File: config.mk
export PLATFORM = sky130hd
export DESIGN_NAME = stream_in_port
export DESIGN_NICKNAME = d
export VERILOG_FILES = /design/src/rtl/stream_in_port_pkg.sv /design/src/rtl/stream_in_port.sv
export SDC_FILE = /design/constraint.sdc
export NUM_CORES = 1
export LEC_CHECK = 0
export ABC_AREA = 1
export ABC_CLOCK_PERIOD_IN_PS = 9200
export CORE_MARGIN = 2
export CORE_UTILIZATION = 55
export DETAILED_ROUTE_END_ITERATION = 7
export HOLD_SLACK_MARGIN = 0.12
export PLACE_DENSITY = 0.81
export SLEW_MARGIN = 20
export SYNTH_ARGS = -nofsm -noshare
export SYNTH_HDL_FRONTEND = slang
export SYNTH_SLANG_ARGS = --single-unit
File: constraint.sdc
create_clock -name clock -period 9.2 [get_ports clock]
set_input_delay 2.76 -clock clock [delete_from_list [all_inputs] [get_ports clock]]
set_output_delay 2.76 -clock clock [all_outputs]
set_load 0.05 [all_outputs]
File: src/rtl/stream_in_port_pkg.sv
// Shared VDMA definitions: ingress FSM encoding, SOF resync options and geometry width.
package stream_in_port_pkg;

  localparam int GEOM_W = 16;

  localparam string SOF_RESYNC_ON  = "ON";
  localparam string SOF_RESYNC_OFF = "OFF";

  typedef enum logic [1:0] {
    WAIT_SOF = 2'd0,
    ACTIVE   = 2'd1,
    DROP     = 2'd2
  } state_e;

endpackage

File: src/rtl/stream_in_port.sv
// AXI4-Stream video slave: frames pixels by tuser/tlast, checks geometry against
// hactive/vactive and writes accepted pixels with frame/line markers into the VDMA FIFO.
module stream_in_port
  import stream_in_port_pkg::*;
#(
  parameter int    DSIZE      = 24,
  parameter string SOF_RESYNC = "ON"
) (
  input  logic              clock,
  input  logic              rst,
  input  logic [GEOM_W-1:0] vactive,
  input  logic [GEOM_W-1:0] hactive,
  input  logic [DSIZE-1:0]  axi_tdata,
  input  logic              axi_tvalid,
  output logic              axi_tready,
  input  logic              axi_tuser,
  input  logic              axi_tlast,
  input  logic              fifo_full,
  output logic              wr_en,
  output logic [DSIZE-1:0]  wr_data,
  output logic              falign,
  output logic              lalign,
  output logic              ealign,
  output logic              frame_done,
  output logic              err_short,
  output logic              err_long,
  output logic              err_sof
);

  localparam bit RESYNC_EN = (SOF_RESYNC == SOF_RESYNC_ON);

  state_e            state_q, state_d;
  logic [GEOM_W-1:0] hcnt_q, hcnt_d, vcnt_q, vcnt_d;
  logic [GEOM_W-1:0] hact_q, hact_d, vact_q, vact_d;
  logic              frame_end_q, frame_end_d;
  logic              drop_first_q, drop_first_d;
  logic              wr_en_q, wr_en_d;
  logic [DSIZE-1:0]  wr_data_q, wr_data_d;
  logic              falign_q, falign_d, lalign_q, lalign_d, ealign_q, ealign_d;
  logic              frame_done_q, frame_done_d;
  logic              err_short_q, err_short_d, err_long_q, err_long_d, err_sof_q, err_sof_d;

  logic              accept, sof_start, do_pixel, over;
  logic [GEOM_W-1:0] geo_h, geo_v, h_base, v_base, n;

  assign axi_tready = (state_q == ACTIVE) ? ~fifo_full : 1'b1;
  assign accept     = axi_tvalid & axi_tready;
  assign sof_start  = accept & axi_tuser & ((state_q == WAIT_SOF) | RESYNC_EN);

  // A start of frame is treated as pixel 0 of line 0 using the freshly sampled geometry,
  // so single-pixel lines/frames fall out of the common end-of-line path.
  always_comb begin
    state_d      = state_q;
    hcnt_d       = hcnt_q;
    vcnt_d       = vcnt_q;
    hact_d       = hact_q;
    vact_d       = vact_q;
    frame_end_d  = frame_end_q;
    drop_first_d = drop_first_q;
    wr_en_d      = 1'b0;
    wr_data_d    = wr_data_q;
    falign_d     = 1'b0;
    lalign_d     = 1'b0;
    ealign_d     = 1'b0;
    frame_done_d = 1'b0;
    err_short_d  = 1'b0;
    err_long_d   = 1'b0;
    err_sof_d    = 1'b0;
    geo_h        = hact_q;
    geo_v        = vact_q;
    h_base       = hcnt_q;
    v_base       = vcnt_q;
    do_pixel     = 1'b0;
    over         = 1'b0;

    if (sof_start) begin
      geo_h     = hactive;
      geo_v     = vactive;
      h_base    = '0;
      v_base    = '0;
      hact_d    = hactive;
      vact_d    = vactive;
      err_sof_d = (state_q != WAIT_SOF);
      do_pixel  = (hactive != '0) && (vactive != '0);
      if (!do_pixel) begin
        state_d = WAIT_SOF;
        hcnt_d  = '0;
        vcnt_d  = '0;
      end
    end else if (accept && state_q == ACTIVE) begin
      do_pixel = 1'b1;
    end else if (accept && state_q == DROP) begin
      err_long_d   = drop_first_q;
      drop_first_d = 1'b0;
      if (axi_tlast) begin
        state_d = frame_end_q ? WAIT_SOF : ACTIVE;
      end
    end

    n = h_base + 16'd1;

    if (do_pixel) begin
      wr_en_d   = 1'b1;
      wr_data_d = axi_tdata;
      falign_d  = sof_start;
      if (axi_tlast || n == geo_h) begin
        lalign_d     = 1'b1;
        err_short_d  = axi_tlast && (n != geo_h);
        over         = !axi_tlast && !sof_start;
        hcnt_d       = '0;
        drop_first_d = 1'b1;
        if (v_base + 16'd1 == geo_v) begin
          ealign_d     = 1'b1;
          frame_done_d = 1'b1;
          frame_end_d  = 1'b1;
          vcnt_d       = '0;
          state_d      = over ? DROP : WAIT_SOF;
        end else begin
          frame_end_d  = 1'b0;
          vcnt_d       = v_base + 16'd1;
          state_d      = over ? DROP : ACTIVE;
        end
      end else begin
        hcnt_d  = n;
        vcnt_d  = v_base;
        state_d = ACTIVE;
      end
    end
  end

  always_ff @(posedge clock or posedge rst) begin
    if (rst) begin
      state_q      <= WAIT_SOF;
      hcnt_q       <= '0;
      vcnt_q       <= '0;
      hact_q       <= '0;
      vact_q       <= '0;
      frame_end_q  <= 1'b0;
      drop_first_q <= 1'b0;
      wr_en_q      <= 1'b0;
      wr_data_q    <= '0;
      falign_q     <= 1'b0;
      lalign_q     <= 1'b0;
      ealign_q     <= 1'b0;
      frame_done_q <= 1'b0;
      err_short_q  <= 1'b0;
      err_long_q   <= 1'b0;
      err_sof_q    <= 1'b0;
    end else begin
      state_q      <= state_d;
      hcnt_q       <= hcnt_d;
      vcnt_q       <= vcnt_d;
      hact_q       <= hact_d;
      vact_q       <= vact_d;
      frame_end_q  <= frame_end_d;
      drop_first_q <= drop_first_d;
      wr_en_q      <= wr_en_d;
      wr_data_q    <= wr_data_d;
      falign_q     <= falign_d;
      lalign_q     <= lalign_d;
      ealign_q     <= ealign_d;
      frame_done_q <= frame_done_d;
      err_short_q  <= err_short_d;
      err_long_q   <= err_long_d;
      err_sof_q    <= err_sof_d;
    end
  end

  assign wr_en      = wr_en_q;
  assign wr_data    = wr_data_q;
  assign falign     = falign_q;
  assign lalign     = lalign_q;
  assign ealign     = ealign_q;
  assign frame_done = frame_done_q;
  assign err_short  = err_short_q;
  assign err_long   = err_long_q;
  assign err_sof    = err_sof_q;

endmodule

Yosys cells after proc, flatten, opt, wreduce, memory -nomap -nowiden
Index checks and enable logic that the tools add are counted.

Add/sub/neg operators: 2. Equality and inequality tests: 8. Multiplexer cells: 43. Bitwise logic cells: 3. Reductions and logical operators: 17.

Operators with widths (number): $mux W16 (11); $add A16 B1 Y16 const B (2); $eq A16 B16 Y1 (2); $reduce_bool A16 Y1 (2); $mux W1 (22); $mux W2 (10); $ne A16 B16 Y1 (1); $ne A3 B3 Y1 const B (2); $reduce_bool A3 Y1 (2); $logic_and A1 B1 Y1 (5); $reduce_and A2 Y1 (2); $reduce_and A4 Y1 (1); $reduce_bool A2 Y1 (2); $and A1 B1 Y1 (2); $eq A2 B1 Y1 const B (1); $eq A2 B2 Y1 const B (1); $logic_not A1 Y1 (2); $ne A2 B2 Y1 const B (1); $logic_or A1 B1 Y1 (1); $not A1 Y1 (1).

Register bits: 99. Input port bits: 62. Output and inout port bits: 33. Word-level logic and storage cells: 88.

Longest topological paths before layout
Depth in word-level cells: 10. Gate-level depth with buffers: 27. Mapped depth without buffers: 23.

Least setup slack after synthesis
No wires, ideal clock.

Kind: in2out. Start: input fifo_full. End: output axi_tready. Arrival: 2.966 ns. Required time: 6.440 ns. Slack: 3.474 ns. Stages: 1. Path buffers: 0. Cell sequence: nand3_4.

Cells in the longest elaborated chain, start to end: 2.

Ends and longest elaborated chain: from (decl) (line stream_in_port.sv:18) `input logic fifo_full,`; $not A1 Y1 (line stream_in_port.sv:46) `assign axi_tready = (state_q == ACTIVE) ? ~fifo_full : 1'b1;`; $mux W1 (line stream_in_port.sv:46); to (decl) (line stream_in_port.sv:15) `output logic axi_tready,`.

No other way between the ends.

Worst setup path after layout
Same ends and word-level chain as after synthesis.

==> results.py <==
metrics = {
    "cts": {
        "clockRootBuffer": "clkbuf_8",
        "clock_latency_ns": 0.40,
        "path_clk_slew_ns": 0.10,
        "ctsHoldBuffers": 0,
        "clockBufferDepth": 2,
        "htreeDepth": 3,
        "cts_tree": "built",
        "cts_resized": 0,
        "cts_setup_buffers": 0,
        "numCtsBuffers": 9,
        "cts.sinks": 99,
    },
    "floorplan": {
        "rows": 38,
        "start_util": 0.564,
        "die_w_microns": 109,
        "core_area_sq_um": 10800,
        "dieArea_sq_um": 12000,
        "fp.dieH_microns": 109,
        "io_pins": 95,
    },
    "sta": {
        "tightest_slew_ns": 0.971,
        "skew_ns": 0.0207,
        "finalCritPeriodShare": 0.757,
        "rsz0062_at_grt": "false",
        "maxSlewViolCount": 0,
        "finalCriticalPeriod_ns": 6.97,
        "finalHoldViolCount": 0,
        "setup_viol": 0,
        "tns_ns": 0,
        "maxSlewHeadroom": 0.351,
        "timing.fmax_ghz": 0.144,
        "hold_slack_ns": 0.477,
    },
    "grt": {
        "grt_overflow": 0,
        "grt_start_max_net_pins": 82,
        "grt_pass1_vias": 5523,
        "grt_use_total": 0.273,
        "grt_first_pass_wirelength_microns": 25500,
        "antenna_found_initial": 0,
    },
    "detailed_routing": {
        "ant_nets": 0,
        "vias": 5979,
        "viasPerCell": 5.30,
        "routed_wl_microns": 15300,
        "drt_iter0_markers": 344,
        "drc": 0,
        "avgRoutedWirePerCell_microns": 13.5,
        "drtPass1Iterations": 5,
    },
    "yosys": {
        "synth-edff-count": 0,
        "synth_top_family_by_area": "simple AND/OR/NAND/NOR gates",
        "synth_seq_cells": 99,
        "ys.flop_type": "dfrtp_1",
        "syn_nets": 970,
        "synth_top_area_frac": 0.405,
        "synth_compound_area_frac": 0.0489,
        "yosysSeqAreaShare": 0.405,
        "synthCells": 906,
        "ys.warnings.count": 0,
        "muxShareOfSynthArea": 0,
        "synthArstFlopShare": 1.00,
        "syn_area_per_cell_sq_um": 6.75,
        "yosys.area.top_type": "dfrtp_1",
        "synth.area.top_cells": "dfrtp_1, nand2_1, nand3_1",
        "yosys.area_share.adder": 0.00409,
        "yosysUniqueCellTypes": 34,
        "yosys.area_share.xor_xnor": 0.00511,
        "yosys.area_share.simple": 0.435,
        "synth_area_sq_um": 6120,
    },
    "cells_and_area": {
        "area_growth_pct": 18.7,
        "nFillCells": 983,
        "insertedDiodeCount": 0,
        "drive_above_1_share": 0.0658,
        "nets": 1047,
        "regArea_sq_um": 2480,
        "multi_input_area_sq_um": 3040,
    },
    "pwr": {
        "power_mw": 1.96,
        "leakage_nw": 3.82,
        "power_density_nw_per_um2": 270,
        "ir_worst_vdd_v": 0.000229,
    },
    "critical_path": {
        "criticalPathCategory": "input port to output port",
        "start_kind": "input port",
        "endpoint_kind": "output port",
        "worst-path-max-fanout": 9,
        "cp_data_required_time_ns": 6.44,
        "arrival_ns": 4.21,
    },
    "placement": {
        "dp_hpwl_microns": 10700,
        "gp_congestion": 0.885,
        "portBuffers": 94,
    },
    "outcome": {
        "run_status": "complete, no violations",
    },
    "flow_run": {
        "maxCapViolCount": 0,
    },
    "hold_path": {
        "hold_class": "register to register",
    },
}
## cells in the mapped netlist (5+ instances only)
cell,count
buf_2,6
buf_6,9
clkbuf_1,13
dfrtp_1,99
inv_1,99
inv_2,6
nand2_1,386
nand3_1,94
nand3_2,5
nand3b_1,8
nand4_1,19
nor2_1,51
nor2_2,8
nor2_4,5
nor4_1,8
o21ai_0,29
o21ai_1,21
or2_2,10
## final timing paths
kind | start | endpoint | slack [ns] | depth (start not counted)
setup / recovery | fifo_full | axi_tready | 2.23 | 3
hold / removal | wr_data[19] | wr_data[19] | 0.48 | 2
setup reg to reg | state_q[1] | vcnt_q[1] | 4.87 | 24
hold reg to reg | wr_data[19] | wr_data[19] | 0.48 | 2
max in group asynchronous | rst | hact_q[11] | 5.56 | 3
min in group asynchronous | rst | vcnt_q[4] | 2.65 | 2
## critical path: stages
cell and delay (ns):
clkdlybuf4s50_1 0.45, nand3_4 0.17, clkdlybuf4s50_1 0.83
## metrics by stage
step	util	cell area [sq um]	std cells	setup WS, ns
CTS	0.670	7260	1128	2.23
detailed placement	0.652	7070	1112	2.23
global placement	0.652	7070	1112	2.25
finish	0.670	7260	1128	2.23
global route	0.670	7260	1128	1.91
floorplan	-	6120	906	3.47
## cells in the final DEF (no fill, tap or decap), types with 4 or more instances in the layout
| master | count |
|---|---|
| nand4_1 | 19 |
| nand3_1 | 94 |
| nand2_1 | 386 |
| nand3_2 | 5 |
| buf_4 | 4 |
| nand3b_1 | 8 |
| o21ai_0 | 29 |
| o21ai_1 | 21 |
| nor2_4 | 5 |
| nor2_2 | 8 |
| clkbuf_8 | 10 |
| dfrtp_1 | 99 |
| nor4_1 | 8 |
| nor2_1 | 51 |
| clkdlybuf4s50_1 | 94 |
| or2_2 | 10 |
| inv_2 | 6 |
| inv_1 | 98 |
## flip-flops by register name, indices dropped and copies added (netlist names), 2 cells and up
register  count
vact_q       16
wr_data      24
vcnt_q       16
state_q       2
hact_q       16
hcnt_q       16
## layer usage
metal	vias up	wire length (microns)	track usage
li1	3008	-	-
met4	0	305	0.0995
met3	23	1170	0.0569
met1	2747	6960	0.370
met5	-	0	0
met2	201	6850	0.433
## cells by family (layout without fill, tap and decap cells)
kind of cell             count (synthesis)  count (layout)
AO/OA/AOI/OAI                           58              58
XOR/XNOR                                 2               2
adder cells (fa/ha/maj)                  2               2
buffers and inverters                  139             221
flip-flops                              99              99
AND/OR/NAND/NOR                        606             606
## power breakdown
part,switching [mW],internal [mW]
Combinational,0.672,0.335
Sequential,0.0901,0.583
Clock,0.171,0.112
## final cells by class
| type | instances | area share |
|---|---|---|
| well taps | 140 | 0.0241 |
| clock inverters | 6 | 0.00741 |
| inverters | 106 | 0.0551 |
| repair buffers | 99 | 0.135 |
| clock buffers | 10 | 0.0189 |
| multi-input cells | 668 | 0.418 |
| flip-flops and latches | 99 | 0.341 |
(Power assumes the default switching activity.)
